**config.mk**
```make
export PLATFORM = sky130hd
export DESIGN_NAME = reg_access_arbiter
export DESIGN_NICKNAME = d
export VERILOG_FILES = /design/src/rtl/reg_access_arbiter.sv
export SDC_FILE = /design/constraint.sdc
export NUM_CORES = 1
export LEC_CHECK = 0
export CAP_MARGIN = 30
export CORE_MARGIN = 10
export CORE_UTILIZATION = 39
export CTS_CLUSTER_DIAMETER = 40
export CTS_CLUSTER_SIZE = 30
export DETAILED_ROUTE_END_ITERATION = 8
export GPL_ROUTABILITY_DRIVEN = 0
export PLACE_DENSITY = 0.8
export SYNTH_ARGS = -nofsm -noshare
export SYNTH_HDL_FRONTEND = slang
export SYNTH_SLANG_ARGS = --single-unit
```
**constraint.sdc**
```tcl
create_clock -name clk -period 2.25 [get_ports clk]
set_input_delay 0.45 -clock clk [delete_from_list [all_inputs] [get_ports clk]]
set_output_delay 0.45 -clock clk [all_outputs]
set_load 0.05 [all_outputs]
```
**src/rtl/reg_access_arbiter.sv**
```systemverilog
// Round-robin arbiter that gives N requesters single-cycle access to one shared
// parallel_register control port and returns the post-operation value with an ack pulse.
module reg_access_arbiter #(
    parameter int WIDTH = 8,
    parameter int N     = 4
) (
    input  logic               clk,
    input  logic               async_nreset,
    input  logic [N-1:0]       i_req,
    input  logic [2*N-1:0]     i_op,
    input  logic [WIDTH*N-1:0] i_wdata,
    input  logic [WIDTH-1:0]   i_reg_q,
    output logic [1:0]         o_reg_ctrl,
    output logic [WIDTH-1:0]   o_reg_d,
    output logic [N-1:0]       o_gnt,
    output logic [N-1:0]       o_ack,
    output logic [WIDTH-1:0]   o_rdata,
    output logic               o_busy
);
    localparam int PW = $clog2(N);

    typedef enum logic [1:0] {
        ST_IDLE  = 2'd0,
        ST_ISSUE = 2'd1,
        ST_ACK   = 2'd2
    } state_t;

    state_t          r_state;
    state_t          w_state_nxt;
    logic [PW-1:0]   r_ptr;
    logic [PW-1:0]   r_win;
    logic [PW-1:0]   w_ptr_nxt;
    logic [PW-1:0]   w_win_nxt;
    logic [PW-1:0]   w_win;
    logic [PW:0]     w_idx;
    logic            w_found;
    logic [N-1:0]    r_gnt;
    logic [N-1:0]    r_ack;
    logic [N-1:0]    w_gnt_nxt;
    logic [N-1:0]    w_ack_nxt;
    logic            r_busy;
    logic            w_busy_nxt;
    logic [1:0]      r_reg_ctrl;
    logic [1:0]      w_reg_ctrl_nxt;
    logic [WIDTH-1:0] r_reg_d;
    logic [WIDTH-1:0] w_reg_d_nxt;
    logic [WIDTH-1:0] r_rdata;
    logic [WIDTH-1:0] w_rdata_nxt;

    // Round-robin search: first pending request at or above the pointer, with wrap.
    always_comb begin
        w_found = 1'b0;
        w_win   = {PW{1'b0}};
        w_idx   = {(PW+1){1'b0}};
        for (int k = 0; k < N; k++) begin
            w_idx = {1'b0, r_ptr} + (PW+1)'(k);
            if (w_idx >= (PW+1)'(N)) begin
                w_idx = w_idx - (PW+1)'(N);
            end else begin
                w_idx = w_idx;
            end
            if (!w_found && i_req[w_idx[PW-1:0]]) begin
                w_found = 1'b1;
                w_win   = w_idx[PW-1:0];
            end else begin
                w_found = w_found;
            end
        end
    end

    // State register.
    always_ff @(posedge clk or negedge async_nreset) begin
        if (!async_nreset) begin
            r_state <= ST_IDLE;
        end else begin
            r_state <= w_state_nxt;
        end
    end

    // Next-state logic: fixed IDLE -> ISSUE -> ACK -> IDLE service sequence.
    always_comb begin
        w_state_nxt = ST_IDLE;
        case (r_state)
            ST_IDLE: begin
                if (w_found) begin
                    w_state_nxt = ST_ISSUE;
                end else begin
                    w_state_nxt = ST_IDLE;
                end
            end
            ST_ISSUE: w_state_nxt = ST_ACK;
            ST_ACK:   w_state_nxt = ST_IDLE;
            default:  w_state_nxt = ST_IDLE;
        endcase
    end

    // Output logic: next values of the registered outputs, pointer and captured winner.
    always_comb begin
        w_gnt_nxt      = {N{1'b0}};
        w_ack_nxt      = {N{1'b0}};
        w_busy_nxt     = 1'b0;
        w_reg_ctrl_nxt = 2'd0;
        w_reg_d_nxt    = {WIDTH{1'b0}};
        w_rdata_nxt    = r_rdata;
        w_ptr_nxt      = r_ptr;
        w_win_nxt      = r_win;
        case (r_state)
            ST_IDLE: begin
                if (w_found) begin
                    w_gnt_nxt      = {{(N-1){1'b0}}, 1'b1} << w_win;
                    w_busy_nxt     = 1'b1;
                    w_reg_ctrl_nxt = i_op[{w_win, 1'b0} +: 2];
                    w_reg_d_nxt    = i_wdata[w_win*WIDTH +: WIDTH];
                    w_win_nxt      = w_win;
                end else begin
                    w_win_nxt      = r_win;
                end
            end
            ST_ISSUE: begin
                w_ack_nxt  = {{(N-1){1'b0}}, 1'b1} << r_win;
                w_busy_nxt = 1'b1;
                if (r_win == PW'(N-1)) begin
                    w_ptr_nxt = {PW{1'b0}};
                end else begin
                    w_ptr_nxt = r_win + PW'(1);
                end
            end
            ST_ACK: begin
                w_rdata_nxt = i_reg_q;
            end
            default: begin
                w_rdata_nxt = r_rdata;
            end
        endcase
    end

    // Output, pointer and winner registers.
    always_ff @(posedge clk or negedge async_nreset) begin
        if (!async_nreset) begin
            r_gnt      <= {N{1'b0}};
            r_ack      <= {N{1'b0}};
            r_busy     <= 1'b0;
            r_reg_ctrl <= 2'd0;
            r_reg_d    <= {WIDTH{1'b0}};
            r_rdata    <= {WIDTH{1'b0}};
            r_ptr      <= {PW{1'b0}};
            r_win      <= {PW{1'b0}};
        end else begin
            r_gnt      <= w_gnt_nxt;
            r_ack      <= w_ack_nxt;
            r_busy     <= w_busy_nxt;
            r_reg_ctrl <= w_reg_ctrl_nxt;
            r_reg_d    <= w_reg_d_nxt;
            r_rdata    <= w_rdata_nxt;
            r_ptr      <= w_ptr_nxt;
            r_win      <= w_win_nxt;
        end
    end

    // The register only holds the post-op value from the start of ACK, so during ACK
    // rdata is taken straight from the register flop; afterwards the captured copy holds.
    assign o_rdata    = (r_state == ST_ACK) ? i_reg_q : r_rdata;
    assign o_gnt      = r_gnt;
    assign o_ack      = r_ack;
    assign o_busy     = r_busy;
    assign o_reg_ctrl = r_reg_ctrl;
    assign o_reg_d    = r_reg_d;
endmodule

```
==> results.sh, run 1 <==
export IMPL_overflow=0
export IMPL_status="complete, no violations"
export IMPL_cp_end_kind="flip-flop"
export IMPL_drt_iter0_markers=43
export IMPL_min_path_cells=1
export IMPL_cts_sinks=33
export IMPL_drc=0
export IMPL_slew_viol_final=0
export IMPL_crit_required_ps=2410
export IMPL_holdWs_ps=482.7
export IMPL_rows=22
export IMPL_ff2ff_path_depth=4
export IMPL_numCtsBuffers=5
export IMPL_hpwlAfterDp_mm=3.584
export IMPL_cts_max_level=2
export IMPL_pre_cts_ws_ps=-250.0
export IMPL_core_area_mm2=0.003716
export IMPL_vias=1267
export IMPL_power_density_mw_per_mm2=1468
export IMPL_synthXorXnorAreaFrac_pct=0
export IMPL_synthAdderAreaFrac_pct=3.284
export IMPL_leakagePower_nw=1.133
export IMPL_crit_fanout=11
export IMPL_setup_tns_ps=0
export IMPL_rsz0062_at_grt="false"
export IMPL_drive_above_1_share_pct=16.59
export IMPL_hold_violations=0
export IMPL_fin_ws_ps=199.4
export IMPL_grt_pass1_vias=1346
export IMPL_synthTopCellsByArea="dfrtp_1, mux2i_1, mux2_2"
export IMPL_gr_usage_all_layers_pct=12.55
export IMPL_ir_drop_mv=0.8388
export IMPL_slew_headroom_pct=49.91
export IMPL_nets=268
export IMPL_synth_top_family_by_area="multiplexers"
export IMPL_final_cell_mix="clkdlybuf4s50_1, dfrtp_1, mux2i_1"
export IMPL_final_common_cell="clkdlybuf4s50_1"
export IMPL_synth_seq_cells=33
export IMPL_critical_path_class="in -> reg"
export IMPL_clock_path_buffers=2
export IMPL_synth_cells=121
export IMPL_syn_cell_area_mm2=0.001524
export IMPL_synthDistinctLibCells=28
export IMPL_drtPass1Iterations=4
export IMPL_fin_skew_ps=2.904
export IMPL_die_h_um=82.51
export IMPL_finalNonFillerCells=259
export IMPL_ys_seq_area_share_pct=54.19
export IMPL_synth_top_area_share_pct=54.19
export IMPL_worst_pin_slew_ps=751.3
export IMPL_yosysTopAreaCell="dfrtp_1"
export IMPL_die_x_um=82.51
export IMPL_grt_pass1_wl_mm=6.610
export IMPL_start_util_pct=41.01
export IMPL_synthSimpleGateAreaFrac_pct=7.143
export IMPL_maxCapViolCount=0
export IMPL_avgSynthCellArea_um2=12.59
export IMPL_grt_max_degree=34
export IMPL_area_delta_synth_final_pct=62.73
export IMPL_fmax_mhz=487.7
export IMPL_ys_warn_count=0
export IMPL_cts_root_buf="clkbuf_8"
export IMPL_cts_resized=0
export IMPL_yosys_mux_area_fraction_pct=20.77
export IMPL_period_share_pct=91.14
export IMPL_fin_crit_ps=2051
export IMPL_die_area_mm2=0.006808
export IMPL_drt_total_wl_mm=4.626
export IMPL_n_antenna_cell=0
export IMPL_ctsHoldBuffers=0
export IMPL_critical_path_arrival_ps=2210
export IMPL_place_inst=250
export IMPL_wl_per_cell_um=17.86
export IMPL_cts_setup_buffers=0
export IMPL_clkTransAtPathRegs_ps=70
export IMPL_synth_compound_area_share_pct=10.26
export IMPL_startpoint_type="primary input"
export IMPL_antenna_found_initial=0
export IMPL_vias_per_cell=4.892
export IMPL_setup_viol=0
export IMPL_clk_latency_ps=280
export IMPL_io_buffers=80
export IMPL_worst_hold_path_type="reg -> reg"
export IMPL_syn_num_nets=179
export IMPL_cts_tree="built"
export IMPL_fin_area_mm2=0.002480
export IMPL_ant_nets=0
export IMPL_place_area_mm2=0.002382
export IMPL_pin_count=81
==> per-stage QoR <==
step           power, mW  utilization (%)
6_report           3.639            66.73
5_1_grt            3.827            66.73
4_1_cts            3.650            66.33
3_3_place_gp       3.167            64.11
2_1_floorplan      2.481                -
3_5_place_dp       3.225            64.11
==> cell usage after synthesis (all sizes together) <==
cell type / n
a21o: 1
or3: 1
a221o: 1
nand3: 1
a21boi: 1
buf: 4
o22ai: 10
nor4: 1
nor2: 6
o21ai: 5
dfrtp: 33
o21bai: 1
mux2i: 20
inv: 7
mux2: 10
or3b: 1
nand2: 3
a21oi: 2
ha: 4
and2: 4
o221ai: 1
nor2b: 3
clkbuf: 1
==> metal layers <==
| metal | routed length [µm] | part of all wire [%] | vias up | track usage, % |
|---|---|---|---|---|
| met5 | 0 | 0 | - | 0 |
| met4 | 89 | 1.9 | 0 | 5.518 |
| met3 | 476 | 10 | 9 | 4.104 |
| met2 | 2374 | 51 | 61 | 22.01 |
| met1 | 1686 | 36 | 588 | 13.52 |
| li1 | - | - | 609 | - |
==> report_power, final <==
part / internal (mW) / total [mW] / switching [mW]
Combinational: 0.842 / 2.25 / 1.41
Clock: 0.214 / 0.420 / 0.206
Sequential: 0.858 / 0.971 / 0.113
==> final cells by class <==
cell class | instances | area (µm²)
well taps | 48 | 60.06
clock inverters | 2 | 10.01
inverters | 7 | 26.28
repair buffers | 86 | 838.3
clock buffers | 6 | 72.57
fillers | 274 | 1236
flip-flops and latches | 33 | 825.8
multi-input cells | 77 | 646.9
==> path summary, 6_finish.rpt <==
| check | endpoint | slack [ps] | start |
|---|---|---|---|
| max | o_reg_d[2] | 200 | i_req[1] |
| min in group asynchronous | r_ptr[0] | 600 | async_nreset |
| max in group asynchronous | r_state[0] | 1370 | async_nreset |
| max reg2reg | o_reg_d[2] | 340 | r_ptr[1] |
| min | o_busy | 480 | r_state[1] |
| min reg2reg | o_busy | 480 | r_state[1] |
==> cell families after synthesis <==
group,after synthesis
adder cells (fa/ha/maj),4
flip-flops,33
multiplexers,30
AO/OA/AOI/OAI,22
buffers and inverters,12
AND/OR/NAND/NOR,20
==> worst max-delay path: stages <==
cell             delay, ps
clkdlybuf4s50_1        450
mux2_4                 320
o221ai_2               620
mux2i_1                270
o22ai_1                 90
==> flip-flops by register name, summed over array words and instances, names as in the netlist <==
| signal | flops |
|---|---|
| r_state | 2 |
| r_ptr | 2 |
| o_gnt | 4 |
| o_reg_d | 8 |
| r_win | 2 |
| o_ack | 4 |
| o_busy | 1 |
| r_rdata | 8 |
| o_reg_ctrl | 2 |
(Power assumes the default switching activity.)
==> run 2: changes to the inputs <==
--- a/config.mk
+++ b/config.mk
@@ -12,7 +12,7 @@
 export CTS_CLUSTER_SIZE = 30
 export DETAILED_ROUTE_END_ITERATION = 8
 export GPL_ROUTABILITY_DRIVEN = 0
-export PLACE_DENSITY = 0.8
+export PLACE_DENSITY = 0.78
 export SYNTH_ARGS = -nofsm -noshare
 export SYNTH_HDL_FRONTEND = slang
 export SYNTH_SLANG_ARGS = --single-unit
==> run 2 against run 1 <==
Effect of this change:
- cell area is 0.15% lower
- global-route usage is 0.56 points higher
- combinational power hardly changed
- flip-flop and latch count stayed put
- core utilization is 0.10 points lower
- sequential share of layout area is 0.051 points higher
- register-to-register slack better by 20 ps
- critical path depth stayed put
- critical path type unchanged
- critical endpoint is now o_reg_d[4]
- highest routed layer unchanged
==> results.sh, run 2 (synthesized netlist as in run 1, its figures left out) <==
export IMPL_vias=1273
export IMPL_seq_power_share_pct=27.0
export IMPL_drc=0
export IMPL_place_inst=250
export IMPL_ff2ff_path_depth=4
export IMPL_clk_latency_ps=280
export IMPL_cp_end_kind="flip-flop"
export IMPL_cts_tree="built"
export IMPL_crit_chain="clkdlybuf4s50_1, a21boi_1, o221ai_4, mux2i_1, o22ai_1"
export IMPL_clock_path_buffers=2
export IMPL_status="complete, no violations"
export IMPL_io_buffers=80
export IMPL_leakagePower_nw=1.123
export IMPL_r2r_slack_ps=360
export IMPL_gr_usage_all_layers_pct=13.11
export IMPL_slew_headroom_pct=59.27
export IMPL_p_switching_mw=1.715
export IMPL_cts_max_level=2
export IMPL_rows=22
export IMPL_worst_pin_slew_ps=611.0
export IMPL_critPathTopFamily="compound AO/OA/AOI/OAI gates"
export IMPL_clkTransAtPathRegs_ps=60
export IMPL_die_area_mm2=0.006808
export IMPL_drt_iter0_markers=32
export IMPL_hpwlAfterDp_mm=3.559
export IMPL_area_delta_synth_final_pct=62.48
export IMPL_cts_root_buf="clkbuf_8"
export IMPL_final_cell_mix="clkdlybuf4s50_1, dfrtp_1, mux2i_1"
export IMPL_finalNonFillerCells=259
export IMPL_crit_fanout=12
export IMPL_r2r_end="o_reg_d[4]"
export IMPL_grt_max_degree=34
export IMPL_ctsHoldBuffers=0
export IMPL_critical_path_arrival_ps=2280
export IMPL_fill_cells=303
export IMPL_critical_path_class="in -> reg"
export IMPL_maxCapViolCount=0
export IMPL_drt_total_wl_mm=4.469
export IMPL_power_density_mw_per_mm2=1466
export IMPL_drtPass1Iterations=4
export IMPL_vias_per_cell=4.915
export IMPL_nets=268
export IMPL_hold_path_startpoint="r_state[1]"
export IMPL_die_h_um=82.51
export IMPL_fin_crit_ps=2138
export IMPL_power_mw=3.630
export IMPL_pin_count=81
export IMPL_grt_pass1_vias=1451
export IMPL_hold_violations=0
export IMPL_drive_above_1_share_pct=15.64
export IMPL_comb_power_share_pct=62.0
export IMPL_antenna_found_initial=0
export IMPL_period_share_pct=95.03
export IMPL_fmax_mhz=467.7
export IMPL_wl_per_cell_um=17.25
export IMPL_cpPeakStageDelay_ps=580
export IMPL_ir_drop_mv=0.5257
export IMPL_critPathSlowestCell="clkdlybuf4s50_1"
export IMPL_slew_viol_final=0
export IMPL_p_sw_share_pct=47.23
export IMPL_grt_pass1_wl_mm=6.789
export IMPL_p_clk_share_pct=11.1
export IMPL_n_antenna_cell=0
export IMPL_fin_skew_ps=7.262
export IMPL_p_int_mw=1.916
export IMPL_path_buf_inv=1
export IMPL_ant_nets=0
export IMPL_hold_path_endpoint="o_busy"
export IMPL_crit_required_ps=2390
export IMPL_numCtsBuffers=5
export IMPL_cts_sinks=33
export IMPL_start_util_pct=41.01
export IMPL_regToRegStartpoint="r_ptr[1]"
export IMPL_setup_viol=0
export IMPL_worst_hold_path_type="reg -> reg"
export IMPL_startpoint_type="primary input"
export IMPL_core_area_mm2=0.003716
export IMPL_die_x_um=82.51
export IMPL_final_common_cell="clkdlybuf4s50_1"
export IMPL_cts_setup_buffers=0
export IMPL_overflow=0
export IMPL_min_path_cells=1
==> run 2: power by group through the flow <==
stage	clock network, mW	logic [mW]	registers (mW)
3_5_place_dp	0	2.23	0.989
6_report	0.401	2.25	0.979
3_3_place_gp	0	2.18	0.969
5_1_grt	0.434	2.39	1.01
4_1_cts	0.408	2.26	0.981
2_1_floorplan	0	1.02	1.46
==> run 2: per-layer routing <==
layer	share of wire (%)	track usage (%)	up-vias
met4	2.1	7.191	0
li1	-	-	608
met5	0	0	-
met1	32	11.32	588
met2	52	24.34	67
met3	14	6.156	10
==> run 2: area by class of cell <==
class | count | area [µm²] | share of cell area [%]
multi-input cells | 77 | 658.1 | 26.58
clock buffers | 8 | 80.08 | 3.234
repair buffers | 86 | 825.8 | 33.35
well taps | 48 | 60.06 | 2.425
inverters | 7 | 26.28 | 1.061
flip-flops and latches | 33 | 825.8 | 33.35
==> run 2: worst max-delay path by stage <==
stage                     from          to  slack, ps  depth (start not counted)
floorplan           r_state[1]  o_rdata[0]        540                          3
global placement      i_req[1]  o_reg_d[6]       -190                          5
detailed placement    i_req[1]  o_reg_d[4]       -360                          5
CTS                   i_req[1]  o_reg_d[3]        100                          5
global route          i_req[1]  o_reg_d[6]        -20                          5
finish                i_req[1]  o_reg_d[4]        110                          5
==> run 2: per-stage QoR <==
stage	hold WS, ps	area [µm²]	setup TNS [ps]	worst slack [ps]	utilization [%]
CTS	483.8	2465	0	98.39	66.33
floorplan	154.4	1524	0	544.0	-
finish	481.6	2476	0	111.9	66.63
detailed placement	475.9	2370	-3192	-358.0	63.77
global route	515.1	2476	-22.15	-16.70	66.63
global placement	449.6	2370	-1776	-185.0	63.77
==> run 2: what timing repair did <==
item                       4_1_cts  5_1_grt
pin swaps                        1        0
setup endpoints to repair        9        7
gates cloned                     1        0
resized for setup                0        1
==> run 3: changes to the inputs <==
--- a/config.mk
+++ b/config.mk
@@ -6,9 +6,10 @@
 export NUM_CORES = 1
 export LEC_CHECK = 0
 export CAP_MARGIN = 30
+export CORE_ASPECT_RATIO = 0.9
 export CORE_MARGIN = 10
 export CORE_UTILIZATION = 39
-export CTS_CLUSTER_DIAMETER = 40
+export CTS_CLUSTER_DIAMETER = 120
 export CTS_CLUSTER_SIZE = 30
 export DETAILED_ROUTE_END_ITERATION = 8
 export GPL_ROUTABILITY_DRIVEN = 0
==> run 3 against run 2 <==
Effect of this change:
- sequential share of layout area down 0.69 points
- setup slack improved by 140 ps
- sequential power is essentially flat
- combinational power barely moved
- total power is 2.6% higher
- worst hold slack gained 16 ps
- critical path depth down 1
- via count is 1.4% lower
- wire length is 4.8% lower
- largest power group unchanged
- highest routed layer unchanged
==> results.sh, run 3 (synthesized netlist as in run 1, its figures left out) <==
export IMPL_drtPass1Iterations=4
export IMPL_crit_required_ps=1800
export IMPL_cts_sinks=33
export IMPL_drt_total_wl_mm=4.254
export IMPL_drt_iter0_markers=47
export IMPL_critical_path_class="reg -> out"
export IMPL_p_clk_share_pct=12.7
export IMPL_slew_headroom_pct=64.15
export IMPL_fin_crit_ps=2002
export IMPL_setup_tns_ps=0
export IMPL_power_mw=3.725
export IMPL_io_buffers=80
export IMPL_wl_per_cell_um=16.42
export IMPL_cts_max_level=2
export IMPL_pin_count=81
export IMPL_vias_per_cell=4.846
export IMPL_rsz0062_at_grt="false"
export IMPL_worst_pin_slew_ps=536.1
export IMPL_critical_path_arrival_ps=1550
export IMPL_startpoint_type="flip-flop"
export IMPL_hpwlAfterDp_mm=3.553
export IMPL_core_area_mm2=0.003731
export IMPL_drive_above_1_share_pct=17.84
export IMPL_fill_cells=272
export IMPL_finalNonFillerCells=259
export IMPL_slew_viol_final=0
export IMPL_drc=0
export IMPL_final_common_cell="clkdlybuf4s50_1"
export IMPL_maxCapViolCount=0
export IMPL_area_delta_synth_final_pct=65.93
export IMPL_fmax_mhz=499.5
export IMPL_ant_nets=0
export IMPL_cts_setup_buffers=0
export IMPL_antenna_found_initial=0
export IMPL_grt_pass1_vias=1444
export IMPL_seq_power_share_pct=26.3
export IMPL_clkTransAtPathRegs_ps=60
export IMPL_ir_drop_mv=1.109
export IMPL_period_share_pct=88.97
export IMPL_ctsHoldBuffers=0
export IMPL_fin_skew_ps=4.607
export IMPL_rows=21
export IMPL_cts_tree="built"
export IMPL_vias=1255
export IMPL_p_switching_mw=1.713
export IMPL_leakagePower_nw=1.166
export IMPL_die_area_mm2=0.006812
export IMPL_p_int_mw=2.012
export IMPL_numCtsBuffers=5
export IMPL_clock_path_buffers=2
export IMPL_worst_hold_path_type="reg -> reg"
export IMPL_setup_viol=0
export IMPL_die_x_um=85.89
export IMPL_clk_latency_ps=280
export IMPL_p_sw_share_pct=46.00
export IMPL_fin_util_pct=67.77
export IMPL_status="complete, no violations"
export IMPL_grt_pass1_wl_mm=6.803
export IMPL_nets=270
export IMPL_grt_max_degree=34
export IMPL_die_h_um=79.31
export IMPL_n_antenna_cell=0
export IMPL_crit_fanout=8
export IMPL_cp_end_kind="primary output"
export IMPL_power_density_mw_per_mm2=1473
export IMPL_overflow=0
export IMPL_cts_resized=0
export IMPL_final_cell_mix="clkdlybuf4s50_1, dfrtp_1, mux2i_1"
export IMPL_cts_root_buf="clkbuf_8"
export IMPL_gr_usage_all_layers_pct=12.42
export IMPL_place_inst=251
export IMPL_comb_power_share_pct=61.0
export IMPL_hold_violations=0
export IMPL_start_util_pct=40.85
==> run 3: cell count changes in the layout (fill, tap and decap cells not counted) <==
cell | previous run | this run
clkbuf_1 | 3 | 0
clkbuf_8 | 5 | 7
o221ai_4 | 2 | 1
clkinv_2 | 0 | 1
buf_12 | 0 | 3
==> run 3: cell type report <==
class / instances / area [µm²] / area share (%)
clock inverter: 1 / 5.005 / 0.1979
sequential: 33 / 825.8 / 32.66
timing repair buffer: 89 / 885.9 / 35.03
tap: 46 / 57.56 / 2.276
inverter: 7 / 26.28 / 1.039
multi-input combinational: 76 / 631.9 / 24.99
clock buffer: 7 / 96.34 / 3.810
==> run 3: path summary, 6_finish.rpt <==
kind / cells past startpoint / slack [ps] / startpoint / to
setup / recovery: 4 / 250 / r_state[1] / o_rdata[6]
hold / removal: 1 / 500 / r_rdata[3] / r_rdata[3]
setup reg to reg: 5 / 480 / r_ptr[1] / o_reg_d[5]
hold reg to reg: 1 / 500 / r_rdata[3] / r_rdata[3]
max in group asynchronous: 2 / 1390 / async_nreset / o_gnt[0]
min in group asynchronous: 2 / 570 / async_nreset / r_rdata[7]
==> run 3: power by group through the flow <==
stage                     combinational [mW]  sequential, mW  clock, mW
after CTS                               2.30           0.983      0.486
after floorplan                         1.02            1.46          0
final                                   2.27           0.978      0.473
after detailed placement                2.30           0.986          0
after global placement                  2.25           0.982          0
after global routing                    2.41            1.01      0.519
==> run 3: through the flow <==
stage / setup slack [ps] / hold slack (ps) / cell area (µm²)
6_report: 248.1 / 497.6 / 2529
3_3_place_gp: 59.12 / 480.7 / 2427
3_5_place_dp: -25.96 / 488.9 / 2427
2_1_floorplan: 544.0 / 154.4 / 1524
4_1_cts: 221.4 / 503.1 / 2529
5_1_grt: 166.0 / 511.6 / 2529
==> run 3: critical path, stage by stage (launching register included) <==
cell,delay [ps]
dfrtp_1,400
nor2b_1,150
buf_4,170
mux2_2,360
buf_4,190
==> run 3: per-layer routing <==
metal	share of wire (%)	vias up	routed length (µm)	global-route usage [%]
li1	-	613	-	-
met4	0.47	0	20	3.454
met5	0	-	0	0
met1	40	596	1684	13.25
met3	7.7	3	329	6.122
met2	52	43	2220	21.25
